==> config.mk <==
export PLATFORM = sky130hd
export DESIGN_NAME = ahci_dma_rd_seq_flat
export DESIGN_NICKNAME = d
export VERILOG_FILES = /design/src/rtl/ahci_dma_rd_seq_if.sv /design/src/rtl/ahci_dma_rd_seq.sv /design/src/flat_wrapper.sv
export SDC_FILE = /design/constraint.sdc
export NUM_CORES = 1
export LEC_CHECK = 0
export ABC_CLOCK_PERIOD_IN_PS = 4300
export BUFFER_PORTS_ARGS = -buffer_cell sky130_fd_sc_hd__buf_4
export CELL_PAD_IN_SITES_DETAIL_PLACEMENT = 1
export CELL_PAD_IN_SITES_GLOBAL_PLACEMENT = 1
export CORE_ASPECT_RATIO = 1.75
export CORE_MARGIN = 10
export CORE_UTILIZATION = 40
export DETAILED_ROUTE_END_ITERATION = 8
export GPL_ROUTABILITY_DRIVEN = 0
export GPL_TIMING_DRIVEN = 0
export PLACE_DENSITY = 0.91
export SYNTH_ARGS = -nofsm -noshare
export SYNTH_HDL_FRONTEND = slang
export SYNTH_SLANG_ARGS = --single-unit
==> constraint.sdc <==
create_clock -name clk -period 4.3 [get_ports clk]
set_clock_uncertainty 0.2 [all_clocks]
set_input_delay 0.86 -clock clk [delete_from_list [all_inputs] [get_ports clk]]
set_output_delay 0.86 -clock clk [all_outputs]
set_load 0.05 [all_outputs]
==> src/rtl/ahci_dma_rd_seq_if.sv <==
// rtl/ahci_dma_rd_seq_if.sv - PRD stream and stuffer handshake bundle for the DMA read sequencer
//
// Purpose: groups the PRD entry stream and the word-stuffer control/status
// signals seen by ahci_dma_rd_seq.
// Modports:
//   master : PRD fetch / stuffer side (drives prd_*, din_re, dm, flushed, dout_*)
//   slave  : sequencer side (drives prd_ready, din_en, flush)
// Signals:
//   prd_valid, prd_len[LEN_BITS], prd_last, prd_ready : PRD entry handshake
//   din_en, din_re, dm[2]                             : stuffer input gating / consumption
//   flush, flushed                                    : flush request / completion pulse
//   dout_vld, dout_re                                 : stuffer output activity (statistics)

interface ahci_dma_rd_seq_if #(
  parameter int LEN_BITS = 22
);
  logic                prd_valid;
  logic [LEN_BITS-1:0] prd_len;
  logic                prd_last;
  logic                prd_ready;
  logic                din_en;
  logic                din_re;
  logic [1:0]          dm;
  logic                flush;
  logic                flushed;
  logic                dout_vld;
  logic                dout_re;

  modport master (
    output prd_valid, prd_len, prd_last, din_re, dm, flushed, dout_vld, dout_re,
    input  prd_ready, din_en, flush
  );

  modport slave (
    input  prd_valid, prd_len, prd_last, din_re, dm, flushed, dout_vld, dout_re,
    output prd_ready, din_en, flush
  );
endinterface

==> src/rtl/ahci_dma_rd_seq.sv <==
// rtl/ahci_dma_rd_seq.sv - DMA read-path word stuffer sequencer
//
// Purpose: takes PRD byte counts, tracks 16-bit words consumed by the stuffer
// against each PRD, gates stuffer input between PRDs, issues a flush after the
// last PRD, waits for flushed and reports done or error.
// Parameters:
//   LEN_BITS : PRD byte-count width (word count = prd_len[LEN_BITS-1:1])
//   FLUSH_TO : cycles allowed in WAIT for flushed before error (1..65535)
// Ports:
//   clk, rst        : clock, asynchronous active-high reset
//   start, abort    : begin transfer (IDLE only) / terminate from any state
//   bus (slave)     : PRD stream and stuffer handshake, see ahci_dma_rd_seq_if
//   busy            : state != IDLE
//   done            : one-cycle completion pulse
//   error           : sticky overrun / flush timeout flag
//   dword_cnt       : output dwords this transfer
// Configuration macro:
//   AHCI_DMA_RD_SEQ_STATS_EN : when defined, dword_cnt counts dout_vld & dout_re
//                              while busy (saturating); otherwise tied to 0.

module ahci_dma_rd_seq #(
  parameter int LEN_BITS = 22,
  parameter int FLUSH_TO = 255
) (
  input  logic                 clk,
  input  logic                 rst,
  input  logic                 start,
  input  logic                 abort,
  ahci_dma_rd_seq_if.slave     bus,
  output logic                 busy,
  output logic                 done,
  output logic                 error,
  output logic [31:0]          dword_cnt
);

  localparam int WL = LEN_BITS - 1;

  typedef enum logic [2:0] {
    S_IDLE, S_LOAD, S_RUN, S_FLUSH, S_WAIT, S_DONE, S_ERR
  } state_t;

  state_t          state_q, state_d;
  logic [WL-1:0]   words_left_q, words_left_d;
  logic            last_q, last_d;
  logic [15:0]     to_cnt_q, to_cnt_d;
  logic            din_en_q, din_en_d;
  logic            flush_q, flush_d;
  logic            busy_q, busy_d;
  logic            done_q, done_d;
  logic            error_q, error_d;

  logic [WL-1:0]   len_words;
  logic [1:0]      consumed;
  logic [WL-1:0]   consumed_ext;

  always_ff @(posedge clk or posedge rst) begin
    if (rst) begin
      state_q      <= S_IDLE;
      words_left_q <= '0;
      last_q       <= 1'b0;
      to_cnt_q     <= '0;
      din_en_q     <= 1'b0;
      flush_q      <= 1'b0;
      busy_q       <= 1'b0;
      done_q       <= 1'b0;
      error_q      <= 1'b0;
    end else begin
      state_q      <= state_d;
      words_left_q <= words_left_d;
      last_q       <= last_d;
      to_cnt_q     <= to_cnt_d;
      din_en_q     <= din_en_d;
      flush_q      <= flush_d;
      busy_q       <= busy_d;
      done_q       <= done_d;
      error_q      <= error_d;
    end
  end

  always_comb begin
    state_d      = state_q;
    words_left_d = words_left_q;
    last_d       = last_q;
    to_cnt_d     = to_cnt_q;
    error_d      = error_q;
    len_words    = bus.prd_len[LEN_BITS-1:1];
    consumed     = bus.din_re ? ({1'b0, bus.dm[0]} + {1'b0, bus.dm[1]}) : 2'd0;
    consumed_ext = {{(WL-2){1'b0}}, consumed};

    case (state_q)
      S_IDLE: begin
        if (start) begin
          state_d = S_LOAD;
          error_d = 1'b0;
        end
      end
      S_LOAD: begin
        if (bus.prd_valid) begin
          if (len_words == '0) begin
            // Empty entry: nothing for the stuffer to consume
            if (bus.prd_last) state_d = S_FLUSH;
          end else begin
            words_left_d = len_words;
            last_d       = bus.prd_last;
            state_d      = S_RUN;
          end
        end
      end
      S_RUN: begin
        // Overrun is checked before subtracting so words_left never wraps
        if (consumed_ext > words_left_q) begin
          state_d = S_ERR;
          error_d = 1'b1;
        end else begin
          words_left_d = words_left_q - consumed_ext;
          if (words_left_d == '0) state_d = last_q ? S_FLUSH : S_LOAD;
        end
      end
      S_FLUSH: begin
        to_cnt_d = '0;
        state_d  = S_WAIT;
      end
      S_WAIT: begin
        // flushed wins over a timeout landing in the same cycle
        if (bus.flushed) begin
          state_d = S_DONE;
        end else begin
          to_cnt_d = to_cnt_q + 16'd1;
          if (to_cnt_d == 16'(FLUSH_TO)) begin
            state_d = S_ERR;
            error_d = 1'b1;
          end
        end
      end
      S_DONE:  state_d = S_IDLE;
      S_ERR:   state_d = S_IDLE;
      default: state_d = S_IDLE;
    endcase

    // abort overrides everything, including a simultaneous start
    if (abort) begin
      state_d = S_IDLE;
      error_d = 1'b0;
    end

    // Outputs are registered from the next state so they line up with it
    din_en_d = (state_d == S_RUN);
    flush_d  = (state_d == S_FLUSH);
    busy_d   = (state_d != S_IDLE);
    done_d   = (state_d == S_DONE);
  end

  assign bus.prd_ready = (state_q == S_LOAD) && bus.prd_valid;
  assign bus.din_en    = din_en_q;
  assign bus.flush     = flush_q;
  assign busy          = busy_q;
  assign done          = done_q;
  assign error         = error_q;

`ifdef AHCI_DMA_RD_SEQ_STATS_EN
  logic [31:0] dword_cnt_q, dword_cnt_d;

  always_comb begin
    dword_cnt_d = dword_cnt_q;
    if (state_q == S_IDLE && start && !abort)
      dword_cnt_d = '0;
    else if (busy_q && bus.dout_vld && bus.dout_re && dword_cnt_q != 32'hffff_ffff)
      dword_cnt_d = dword_cnt_q + 32'd1;
  end

  always_ff @(posedge clk or posedge rst) begin
    if (rst) dword_cnt_q <= '0;
    else     dword_cnt_q <= dword_cnt_d;
  end

  assign dword_cnt = dword_cnt_q;

  logic unused_bits;
  assign unused_bits = bus.prd_len[0];
`else
  assign dword_cnt = '0;

  logic unused_bits;
  assign unused_bits = &{1'b0, bus.prd_len[0], bus.dout_vld, bus.dout_re};
`endif

endmodule

==> src/flat_wrapper.sv <==
// flat-port wrapper written by rule: the top's interface ports become plain ports
module ahci_dma_rd_seq_flat 
#(
  parameter int LEN_BITS = 22,
  parameter int FLUSH_TO = 255
)
  (clk, rst, start, abort, busy, done, error, dword_cnt, bus_prd_valid, bus_prd_len, bus_prd_last, bus_din_re, bus_dm, bus_flushed, bus_dout_vld, bus_dout_re, bus_prd_ready, bus_din_en, bus_flush);
  ahci_dma_rd_seq_if #(.LEN_BITS(LEN_BITS)) bus_i ();
  input  logic clk;
  input  logic rst;
  input  logic start;
  input  logic abort;
  output logic busy;
  output logic done;
  output logic error;
  output logic [31:0] dword_cnt;
  input wire logic [$bits(bus_i.prd_valid)-1:0] bus_prd_valid;
  input wire logic [$bits(bus_i.prd_len)-1:0] bus_prd_len;
  input wire logic [$bits(bus_i.prd_last)-1:0] bus_prd_last;
  input wire logic [$bits(bus_i.din_re)-1:0] bus_din_re;
  input wire logic [$bits(bus_i.dm)-1:0] bus_dm;
  input wire logic [$bits(bus_i.flushed)-1:0] bus_flushed;
  input wire logic [$bits(bus_i.dout_vld)-1:0] bus_dout_vld;
  input wire logic [$bits(bus_i.dout_re)-1:0] bus_dout_re;
  output wire logic [$bits(bus_i.prd_ready)-1:0] bus_prd_ready;
  output wire logic [$bits(bus_i.din_en)-1:0] bus_din_en;
  output wire logic [$bits(bus_i.flush)-1:0] bus_flush;
  assign bus_i.prd_valid = bus_prd_valid;
  assign bus_i.prd_len = bus_prd_len;
  assign bus_i.prd_last = bus_prd_last;
  assign bus_i.din_re = bus_din_re;
  assign bus_i.dm = bus_dm;
  assign bus_i.flushed = bus_flushed;
  assign bus_i.dout_vld = bus_dout_vld;
  assign bus_i.dout_re = bus_dout_re;
  assign bus_prd_ready = bus_i.prd_ready;
  assign bus_din_en = bus_i.din_en;
  assign bus_flush = bus_i.flush;
  ahci_dma_rd_seq #(.LEN_BITS(LEN_BITS), .FLUSH_TO(FLUSH_TO)) u_core (.clk(clk), .rst(rst), .start(start), .abort(abort), .bus(bus_i), .busy(busy), .done(done), .error(error), .dword_cnt(dword_cnt));
endmodule
# Yosys cells after proc, flatten, opt, wreduce, memory -nomap -nowiden

Cells that the tools add are included.

Flip-flop bits (word level): 46
Output and inout bits: 38
Logic and storage cells: 66

Add/subtract/negate cells: 3
Order comparisons: 1
Eq/ne operators: 16
Multiplexer cells: 24
Bitwise gates (word level): 1
Reductions and logical operators: 12

Operators with widths:

| operator              | number |
|---|---|
| $mux 21               | 3 |
| $logic_not 21->1      | 2 |
| $pmux 21 s2           | 1 |
| $pmux 16 s2           | 1 |
| $mux 3                | 9 |
| $gt 2x21->1           | 1 |
| $sub 21x2->21         | 1 |
| $add 16x1->16 const B | 1 |
| $eq 16x8->1 const B   | 1 |
| $mux 16               | 1 |
| $pmux 3 s5            | 1 |
| $eq 3x2->1 const B    | 4 |
| $ne 2x2->1 const B    | 4 |
| $eq 3x3->1 const B    | 2 |
| $ne 3x2->1 const B    | 2 |
| $ne 3x3->1 const B    | 2 |
| $mux 1                | 5 |
| $reduce_and 5->1      | 1 |
| $mux 2                | 2 |
| $reduce_and 4->1      | 1 |
| $reduce_bool 2->1     | 2 |
| $reduce_bool 4->1     | 1 |
| $eq 3x1->1 const B    | 1 |
| $logic_not 3->1       | 1 |
| other kinds (7)       | 7 |

# Logic depth before layout (Yosys ltp)

Gate-level depths: netlist (run 1).

Depth after elaboration: 9
Depth in mapped cells: 12

# Worst setup path after synthesis (run 1)

No wires, ideal clock.

Path type: input -> register
From: in bus_dm[0]
To: reg u_core.busy_q, in the netlist u_core.busy
Arrival time: 3.923 ns
Path slack: 0.051 ns
Stages: 12
Path buffers: 0
Cell sequence: ha_1 -> and2_1 -> ha_1 -> inv_1 -> fa_1 -> or4b_2 -> or4_1 -> nor4_2 -> o2111ai_1 -> a2111oi_4 -> o21a_1 -> a21oi_1

Longest elaborated chain between the ends: 9
Elaborated cells between the ends (all ways): 10
Classes of those cells: add/sub: 2; order compare: 1; mux: 5; reduce/logical: 2

Ends and longest elaborated chain:

| item                   | line                   | source |
|---|---|---|
| start: declaration     | flat_wrapper.sv:21     | `input wire logic [$bits(bus_i.dm)-1:0] bus_dm;` |
| $add 1x1->2 (*)        | ahci_dma_rd_seq.sv:87  | `consumed = bus.din_re ? ({1'b0, bus.dm[0]} + {1'b0, bus.dm[1]}) : 2'd0;` |
| $mux 2 (*)             | ahci_dma_rd_seq.sv:87  |  |
| $sub 21x2->21          | ahci_dma_rd_seq.sv:115 | `words_left_d = words_left_q - consumed_ext;` |
| $logic_not 21->1       | ahci_dma_rd_seq.sv:116 | `if (words_left_d == '0) state_d = last_q ? S_FLUSH : S_LOAD;` |
| $mux 3                 | ahci_dma_rd_seq.sv:116 |  |
| $mux 3 (*)             | ahci_dma_rd_seq.sv:111 | `if (consumed_ext > words_left_q) begin` |
| $pmux 3 s5 (*)         | ahci_dma_rd_seq.sv:90  | `case (state_q)` |
| $mux 3 (*)             | ahci_dma_rd_seq.sv:141 | `if (abort) begin` |
| $reduce_bool 3->1 (*)  | ahci_dma_rd_seq.sv:149 | `busy_d = (state_d != S_IDLE);` |
| via u_core.busy_d      | ahci_dma_rd_seq.sv:48  | `logic busy_q, busy_d;` |
| end signal: assignment | ahci_dma_rd_seq.sv:74  | `busy_q <= busy_d;` |
| end: declaration       | ahci_dma_rd_seq.sv:48  |  |

Mark *: on every way through the listed nets, which the timed path passes. The rest lies on a longest branch.
A chain may end at the register's enable or synchronous reset.

# Final worst setup path (run 1)

Ends and elaborated chain as after synthesis.

==> reports/metrics.cfg, run 1 <==
[clock_tree]
clk_path_buf_depth=2
cts_buffers=5
cts_sinks=46
clockRootBuffer=clkbuf_16
cts_tree=built
cts.htree.levels=2
worst_skew_pair.late_latency_ns=0.30
cts-hold-fix-buffers=0
cts.clk_slew.worst_paths_ns=0.07

[min_path]
hold_path_class=flop to flop
min-delay-start=u_core.error
worstHoldPathCells=1
hold_end=u_core.error

[synth]
syn_inst=425
synth-main-ff-cell=dfrtp_1
synth_cell_types=58
ys_ff_latch=46
synth_edf_count=0
ys_warn_count=0
ys_async_sr_fraction_pct=100.0
syn_area_um2=3374
synth.avg_cell_area_um2=7.940
ys_seq_area_share_pct=34.11

[sta]
max_clock_freq_mhz=232.0
worst_slack_ns=-0.009893
fin_tns_setup_ns=-0.01468
fin_crit_ns=4.310
holdWs_ns=0.3079
setup_violations=2
drv_slew=0
fin_crit_sh_pct=100.2
rsz0062_at_grt=yes
final_hold_viol_count=0
slew_headroom_pct=37.25
max_slew.worst_pin.slew_ns=0.9327

[worst_setup_path]
cp-end-kind=flop
crit_top_cell=ha_4
reg2reg_to=u_core.busy
critPathMaxFanout=4
critPathKind=primary input to flop
slowest_delay_ns=0.55
arrival_ns=4.29
cp_slowest_cell=or4_4
rr_worst_depth=11
cp_cell_sequence=buf_6, ha_4, and2_4, ha_4, inv_2, fa_1, or4b_4, or4_4, nor4_4, o2111ai_2, a2111oi_4, o21a_2, a21oi_2
timing.reg2reg.setup_slack_ns=0.51
crit_path_start_kind=primary input
r2r-start=u_core.words_left_q[0]
cp_data_required_time_ns=4.28

[global_route]
grt_max_degree=32
grt_overflow=0
grt_pass1_wl_um=19220
antenna_found_initial=0
grt_use_total_pct=18.94
grt_pass1_vias=3975

[finish]
drive_gt1_share_pct=20.32
final_area_um2=4160
utilization_pct=50.38
finalNonFillerCells=594
antenna_cells=0
layout.nets=541
area_growth_pct=23.29

[route]
drt_iter0_markers=117
vias_per_cell=5.921
num_vias=3517
wire_per_inst_um=19.98
wl_um=11870
drc_errors=0
ant_nets=0
dr.pass1.iters=4

[power]
intPower_mw=1.053
power_density_nw_per_um2=433.2
p_leak_nw=1.746
peakVddDrop_mv=0.2727
swShare_pct=41.60
combPwrFrac_pct=34.6
seq_power_share_pct=39.6
p_total_mw=1.802
p_clk_share_pct=25.7
p_switching_mw=0.7497

[place]
place_inst=585
placed_cell_area_um2=3896
hpwl_um=9198
io_buffers=36
dp_worst_setup_slack_ns=-0.3371

[status]
violations=setup timing
outcome=finished with violations

[floorplanning]
core_area_um2=8258
num_io_pins=72
die_x_um=89.43
initial_utilization_pct=40.86
rows=44
die_area_um2=12650
die_height_um=141.5

[run]
cap_violations=0

## power groups by stage
stage / registers [mW] / clock network, mW / logic [mW]
6_report: 0.714 / 0.463 / 0.624
5_1_grt: 0.727 / 0.485 / 0.688
4_1_cts: 0.700 / 0.463 / 0.584
3_5_place_dp: 0.705 / 0 / 0.579
3_3_place_gp: 0.692 / 0 / 0.548
2_1_floorplan: 0.668 / 0 / 0.426
## metal layers
layer | vias to the layer above | global-route usage, % | routed length [µm]
li1 | 1640 | - | -
met1 | 1739 | 17.71 | 4011
met2 | 89 | 35.46 | 6819
met3 | 49 | 3.268 | 402
met4 | 0 | 12.29 | 633
met5 | - | 0 | 0
## flip-flops by register name, indices dropped and copies added (netlist names)
register / count
u_core.bus.flush: 1
u_core.busy: 1
u_core.done: 1
u_core.to_cnt_q: 16
u_core.bus.din_en: 1
u_core.words_left_q: 21
u_core.error: 1
u_core.state_q: 3
u_core.last_q: 1
## logic make-up (layout without fill, tap and decap cells)
group                    Yosys count  after routing  synth area share (%)
flip-flops                        46             46                 34.11
buffers and inverters             65            111                 10.83
XOR/XNOR                          10             10                 2.595
AND/OR/NAND/NOR                  170            170                 26.10
multiplexers                       4              4                 1.187
other                              1             32                0.1111
AO/OA/AOI/OAI                    123            123                 22.62
adder cells (fa/ha/maj)            6              6                 2.447
## cell usage after synthesis, types with 6 or more instances
library cell   n  area [µm²]
clkbuf_1      23       86.33
nand3_1       19       95.09
and2_1         8       50.05
dfrtp_1       46        1151
nor3_1        15       75.07
nand4_1        8       50.05
o22ai_1        6       37.54
inv_1          9       33.78
o21ai_0       37       185.2
nor4_1        11       68.82
a21oi_1       38       190.2
or3_1          7       43.79
nand2_1       39       146.4
nor2_1        33       123.9
buf_4         32       240.2
## cell usage in the layout, fill, tap and decap left out, types with 11 or more instances in the layout
master / Yosys / routed
clkbuf_1: 23 / 23
nand3_1: 19 / 19
nor4_1: 11 / 11
a21oi_1: 38 / 37
nor2_1: 33 / 33
buf_4: 32 / 67
nand2_1: 39 / 39
nor3_1: 15 / 13
conb_1: 1 / 32
o21ai_0: 37 / 37
dfrtp_1: 46 / 46
## worst max-delay path, delay by kind of cell
| kind | cells | cell delay (ns) |
|---|---|---|
| buffers and inverters | 2 | 0.14 |
| adder cells (fa/ha/maj) | 3 | 0.85 |
| AND/OR/NAND/NOR | 4 | 1.47 |
| AO/OA/AOI/OAI | 4 | 0.97 |
## repair_timing
item / in CTS / in global routing
setup buffers: 0 / 1
endpoints found under the setup margin: 4 / 6
pin swaps: 1 / 14
resized for setup: 0 / 18
## area by class of cell
| class | count | area, µm² |
|---|---|---|
| clock inverters | 3 | 43.79 |
| multi-input cells | 345 | 2054 |
| well taps | 92 | 115.1 |
| flip-flops and latches | 46 | 1151 |
| inverters | 9 | 33.78 |
| clock buffers | 5 | 125.1 |
| repair buffers | 38 | 305.3 |
| plain buffers | 56 | 331.6 |
| fillers | 1027 | 4098 |
## how the worst max path moves through the flow
| stage | end | startpoint | slack (ns) | cells after the start |
|---|---|---|---|---|
| finish | u_core.busy | bus_dm[0] | -0.01 | 13 |
| global route | u_core.busy | bus_dm[0] | -0.13 | 13 |
| CTS | u_core.done | bus_dm[0] | 0.10 | 13 |
| detailed placement | u_core.done | bus_dm[0] | -0.34 | 13 |
| global placement | u_core.busy | bus_dm[0] | -0.33 | 13 |
| floorplan | u_core.busy | bus_dm[0] | 0.05 | 12 |
Note: power is estimated with default switching activity, not from simulation.
==> run 2, diff against run 1 <==
Settings changed: CORE_UTILIZATION 40 to 42, CTS_BUF_LIST set to sky130_fd_sc_hd__clkbuf_8, PLACE_DENSITY 0.91 to 0.94.
==> reports/metrics.cfg, run 2 (same netlist as run 1, synthesis figures left out) <==
[status]
outcome=finished with violations  ; unchanged
violations=setup timing  ; unchanged

[finish]
layout.nets=541  ; unchanged
area_growth_pct=21.21  ; was 23.29%
layout_commonest_cell=buf_4  ; unchanged
largestRegisters=u_core.words_left_q (21), u_core.to_cnt_q (16), u_core.state_q (3)  ; unchanged
regArea_um2=1151  ; unchanged
final_cell_mix=buf_4 (67), dfrtp_1 (46), nand2_1 (39)  ; unchanged
nFillCells=992  ; was 1027
final_area_um2=4090  ; was 4160 µm²
largest_reg_flops=21  ; unchanged
drive_gt1_share_pct=20.32  ; unchanged
largest_register=u_core.words_left_q  ; unchanged
multi_input_area_um2=2062  ; was 2054 µm²
antenna_cells=0  ; unchanged

[floorplanning]
core_area_um2=7909  ; was 8258 µm²
die_x_um=87.76  ; was 89.43 µm
initial_utilization_pct=42.67  ; was 40.86%
die_height_um=138.6  ; was 141.5 µm
num_io_pins=72  ; unchanged
die_area_um2=12160  ; was 12650 µm²
rows=43  ; was 44

[worst_setup_path]
crit_top_cell=ha_4  ; unchanged
cp_data_required_time_ns=4.32  ; was 4.28 ns
cp_slowest_cell=or4b_4  ; was or4_4
cp_cell_sequence=buf_6, ha_4, and2_4, ha_4, inv_2, fa_1, or4b_4, or4_4, nor4_4, o2111ai_2, a2111oi_4, o21a_2, a21oi_4  ; was buf_6, ha_4, and2_4, ha_4, inv_2, fa_1, or4b_4, or4_4, nor4_4, o2111ai_2, a2111oi_4, o21a_2, a21oi_2
r2r-start=u_core.words_left_q[0]  ; unchanged
cp_top_family=simple AND/OR/NAND/NOR gates  ; unchanged
crit_path_start_kind=primary input  ; unchanged
rr_worst_depth=11  ; unchanged
cp-end-kind=flop  ; unchanged
arrival_ns=4.36  ; was 4.29 ns
slowest_delay_ns=0.57  ; was 0.55 ns
worst-path-buf-inv=2  ; unchanged
critPathMaxFanout=4  ; unchanged
timing.reg2reg.setup_slack_ns=0.44  ; was 0.51 ns
reg2reg_to=u_core.busy  ; unchanged
critPathKind=primary input to flop  ; unchanged

[route]
num_vias=3566  ; was 3517
dr.pass1.iters=4  ; unchanged
vias_per_cell=6.024  ; was 5.921
drt_iter0_markers=189  ; was 117
drc_errors=0  ; unchanged
ant_nets=0  ; unchanged
wl_um=11770  ; was 11870 µm
wire_per_inst_um=19.88  ; was 19.98 µm

[place]
hpwl_um=9046  ; was 9198 µm
dp_worst_setup_slack_ns=-0.4979  ; was -0.3371 ns
io_buffers=36  ; unchanged
placed_cell_area_um2=3894  ; was 3896 µm²

[clock_tree]
clk_path_buf_depth=2  ; unchanged
cts.htree.levels=2  ; unchanged
cts_sinks=46  ; unchanged
clockRootBuffer=clkbuf_8  ; was clkbuf_16
cts_buffers=5  ; unchanged
cts_tree=built  ; unchanged
cts-hold-fix-buffers=0  ; unchanged
cts.clk_slew.worst_paths_ns=0.11  ; was 0.07 ns
worst_skew_pair.late_latency_ns=0.34  ; was 0.30 ns

[global_route]
grt_use_total_pct=19.01  ; was 18.94%
grt_overflow=0  ; unchanged
grt_max_degree=40  ; was 32
grt_pass1_vias=3831  ; was 3975
antenna_found_initial=0  ; unchanged
grt_pass1_wl_um=18850  ; was 19220 µm

[sta]
final_hold_viol_count=0  ; unchanged
fin_tns_setup_ns=-0.1087  ; was -0.01468 ns
setup_violations=4  ; was 2
fin_crit_sh_pct=100.9  ; was 100.2%
rsz0062_at_grt=yes  ; unchanged
max_clock_freq_mhz=230.5  ; was 232.0 MHz
slew_headroom_pct=42.40  ; was 37.25%
worst_slack_ns=-0.03770  ; was -0.009893 ns
max_slew.worst_pin.slew_ns=0.8561  ; was 0.9327 ns
drv_slew=0  ; unchanged
fin_crit_ns=4.338  ; was 4.310 ns

[power]
p_leak_nw=1.707  ; was 1.746 nW
peakVddDrop_mv=0.2753  ; was 0.2727 mV
power_density_nw_per_um2=406.5  ; was 433.2 nW/µm²
p_total_mw=1.663  ; was 1.802 mW

[min_path]
hold_path_class=primary input to async pin  ; was flop to flop

[run]
cap_violations=0  ; unchanged

==> run 2: cell types whose count changed in the layout (fill, tap and decap cells not counted) <==
cell	change
clkbuf_16	-5
a21oi_2	-1
clkinv_4	+1
clkbuf_8	+5
clkinv_2	-1
a21oi_4	+1
bufinv_16	-1
clkinvlp_4	+1
==> run 2: per-stage QoR <==
stage,hold WS (ns),instances,util (%)
after floorplan,0.2462,456,-
final,0.2172,592,51.72
after detailed placement,0.2849,583,49.23
after global routing,0.2256,592,51.72
after global placement,0.2835,582,48.98
after CTS,0.2245,591,50.48
==> run 2: layer usage <==
metal	track usage [%]	wire length, µm	up-vias	share of wire (%)
met5	0	0	-	0
li1	-	-	1633	-
met4	12.48	779	0	6.6
met1	17.90	4006	1746	34
met2	35.15	6491	129	55
met3	3.176	489	58	4.2
==> run 2: worst max-delay path by stage <==
stage	start	endpoint	slack, ns	cells past startpoint
after floorplan	bus_dm[0]	u_core.busy	0.05	12
after global placement	bus_dm[0]	u_core.bus.flush	-0.44	13
after detailed placement	bus_dm[0]	u_core.bus.flush	-0.50	13
after CTS	bus_dm[0]	u_core.busy	0.07	13
after global routing	bus_dm[0]	u_core.busy	-0.19	13
final	bus_dm[0]	u_core.busy	-0.04	13
==> run 2: cell type report <==
type	count	share of cell area, %
Clock buffer	5	1.682
Tap cell	90	2.753
Multi-Input combinational cell	345	50.41
Clock inverter	3	0.6118
Timing Repair Buffer	38	7.464
Inverter	9	0.8259
Buffer	56	8.106
Sequential cell	46	28.14
==> run 2: power breakdown <==
part	internal [mW]	switching (mW)	leakage, nW
Clock	0.118	0.186	0.0447
Combinational	0.241	0.400	1.07
Sequential	0.543	0.174	0.587
==> run 2: what timing repair did <==
item,in CTS,in global routing
pin swaps,1,14
buffers inserted,0,1
resized for setup,1,18
hold endpoints to repair,0,0
setup endpoints to repair,4,5
==> run 3, diff against run 2 <==
Settings changed: ABC_CLOCK_PERIOD_IN_PS 4300 to 3700, CORE_UTILIZATION 42 to 37, GPL_TIMING_DRIVEN 0 to not set, PLACE_DENSITY 0.94 to 0.89.
Clock period 4.3 ns to 3.7 ns, I/O delays scaled along.
==> reports/metrics.cfg, run 3 (same netlist as run 1, synthesis figures left out) <==
[sta]
fin_crit_ns=3.745
final_hold_viol_count=0  ; unchanged
holdWs_ns=0.3029  ; was 0.2172 ns
max_slew.worst_pin.slew_ns=1.012  ; was 0.8561 ns
worst_slack_ns=-0.04507  ; was -0.03770 ns
rsz0062_at_grt=yes  ; unchanged
max_clock_freq_mhz=267.0
drv_slew=0  ; unchanged
setup_violations=6  ; was 4
slew_headroom_pct=32.43  ; was 42.40%
fin_crit_sh_pct=101.2

[global_route]
grt_pass1_vias=3672  ; was 3831
grt_max_degree=47  ; was 40
antenna_found_initial=0  ; unchanged
grt_overflow=0  ; unchanged
grt_use_total_pct=16.23  ; was 19.01%
grt_pass1_wl_um=18000  ; was 18850 µm

[clock_tree]
cts_sinks=46  ; unchanged
cts.clk_slew.worst_paths_ns=0.08  ; was 0.11 ns
cts-hold-fix-buffers=0  ; unchanged
clockRootBuffer=clkbuf_8  ; unchanged
cts_tree=built  ; unchanged
clk_path_buf_depth=2  ; unchanged
worst_skew_pair.late_latency_ns=0.33  ; was 0.34 ns
cts.htree.levels=2  ; unchanged
cts_buffers=5  ; unchanged

[finish]
largest_reg_flops=21  ; unchanged
antenna_cells=0  ; unchanged
drive_gt1_share_pct=17.79  ; was 20.32%
nFillCells=1169  ; was 992
final_area_um2=3909  ; was 4090 µm²
area_growth_pct=15.83  ; was 21.21%
layout_commonest_cell=buf_4  ; unchanged
layout.nets=501  ; was 541
largestRegisters=u_core.words_left_q (21), u_core.to_cnt_q (16), u_core.state_q (3)  ; unchanged
final_cell_mix=buf_4 (52), dfrtp_1 (46), nand2_1 (39)  ; was buf_4 (67), dfrtp_1 (46), nand2_1 (39)
largest_register=u_core.words_left_q  ; unchanged

[floorplanning]
die_height_um=146.3  ; was 138.6 µm
initial_utilization_pct=37.58  ; was 42.67%
die_x_um=92.19  ; was 87.76 µm
die_area_um2=13490  ; was 12160 µm²
rows=46  ; was 43
core_area_um2=8979  ; was 7909 µm²
num_io_pins=72  ; unchanged

[worst_setup_path]
rr_worst_depth=11  ; unchanged
crit_top_cell=ha_4  ; unchanged
critPathMaxFanout=3  ; was 4
arrival_ns=3.75  ; was 4.36 ns
cp_cell_sequence=buf_6, ha_4, and2_4, ha_4, inv_2, fa_1, or4b_4, or4_4, nor4_4, o2111ai_2, a2111oi_4, o21ai_1, nor3b_2  ; was buf_6, ha_4, and2_4, ha_4, inv_2, fa_1, or4b_4, or4_4, nor4_4, o2111ai_2, a2111oi_4, o21a_2, a21oi_4
cp_data_required_time_ns=3.70  ; was 4.32 ns
cp_slowest_cell=or4b_4  ; unchanged
cp-end-kind=flop  ; unchanged
slowest_delay_ns=0.51  ; was 0.57 ns
critPathKind=primary input to flop  ; unchanged
crit_path_start_kind=primary input  ; unchanged

[route]
drc_errors=0  ; unchanged
wire_per_inst_um=18.80  ; was 19.88 µm
ant_nets=0  ; unchanged
num_vias=3340  ; was 3566
vias_per_cell=5.749  ; was 6.024
wl_um=10920  ; was 11770 µm
drt_iter0_markers=127  ; was 189
dr.pass1.iters=4  ; unchanged

[min_path]
hold_path_class=flop to flop  ; was primary input to async pin
worstHoldPathCells=1

[place]
dp_worst_setup_slack_ns=-0.4196  ; was -0.4979 ns
hpwl_um=8360  ; was 9046 µm
placed_cell_area_um2=3722  ; was 3894 µm²
io_buffers=36  ; unchanged

[run]
cap_violations=0  ; unchanged

[power]
power_density_nw_per_um2=492.2  ; was 406.5 nW/µm²
peakVddDrop_mv=0.2665  ; was 0.2753 mV
p_leak_nw=1.583  ; was 1.707 nW

[status]
outcome=finished with violations  ; unchanged
violations=setup timing  ; unchanged

-- run 3: layout make-up --
type	count	area [µm²]	area share (%)
multi-input combinational	345	2048	52.40
inverter	9	33.78	0.8643
tap	120	150.1	3.841
sequential	46	1151	29.45
timing repair buffer	54	412.9	10.56
clock inverter	1	30.03	0.7682
clock buffer	6	82.58	2.113
-- run 3: worst paths after layout --
path / from / slack [ns] / end
max: bus_dm[0] / -0.05 / u_core.bus.din_en
min: u_core.error / 0.30 / u_core.error
max reg2reg: u_core.words_left_q[0] / 0.34 / u_core.bus.din_en
min reg2reg: u_core.error / 0.30 / u_core.error
max in group asynchronous: rst / 2.20 / u_core.to_cnt_q[5]
min in group asynchronous: rst / 0.46 / u_core.words_left_q[0]
-- run 3: timing repair --
item | 4_1_cts | 5_1_grt
pin swaps | 1 | 1
cloned | 0 | 0
resized for setup | 6 | 3
setup buffers | 2 | 2
setup endpoints to repair | 4 | 6
-- run 3: per-layer routing --
layer	GRT usage, %	wire (µm)	up-vias
met5	0	0	-
met4	9.070	407	0
li1	-	-	1545
met3	3.131	390	36
met2	31.31	6279	94
met1	15.12	3844	1665
-- run 3: worst max-delay path, delay by kind of cell --
kind                       cells  cell delay, ns
adders and majority gates      3            0.79
AOI/OAI and AO/OA              3            0.61
and+or+nand+nor                5            1.46
buffers and inverters          2            0.15
-- run 3: through the flow --
stage          instances  power (mW)  setup TNS (ns)  util [%]
2_1_floorplan        456       1.288         -0.3220         -
3_3_place_gp         570       1.430          -1.758     41.46
3_5_place_dp         570       1.483          -2.275     41.46
4_1_cts              579       1.907        -0.02723     43.21
5_1_grt              581       2.034         -0.8307     43.53
6_report             581       1.924         -0.1530     43.53
-- run 3: report_power, final --
part	switching [mW]	leakage (nW)	internal, mW	total [mW]
Sequential	0.219	0.587	0.632	0.851
Clock	0.189	0.0573	0.217	0.406
Combinational	0.409	0.938	0.259	0.667
Total	0.817	1.58	1.11	1.92
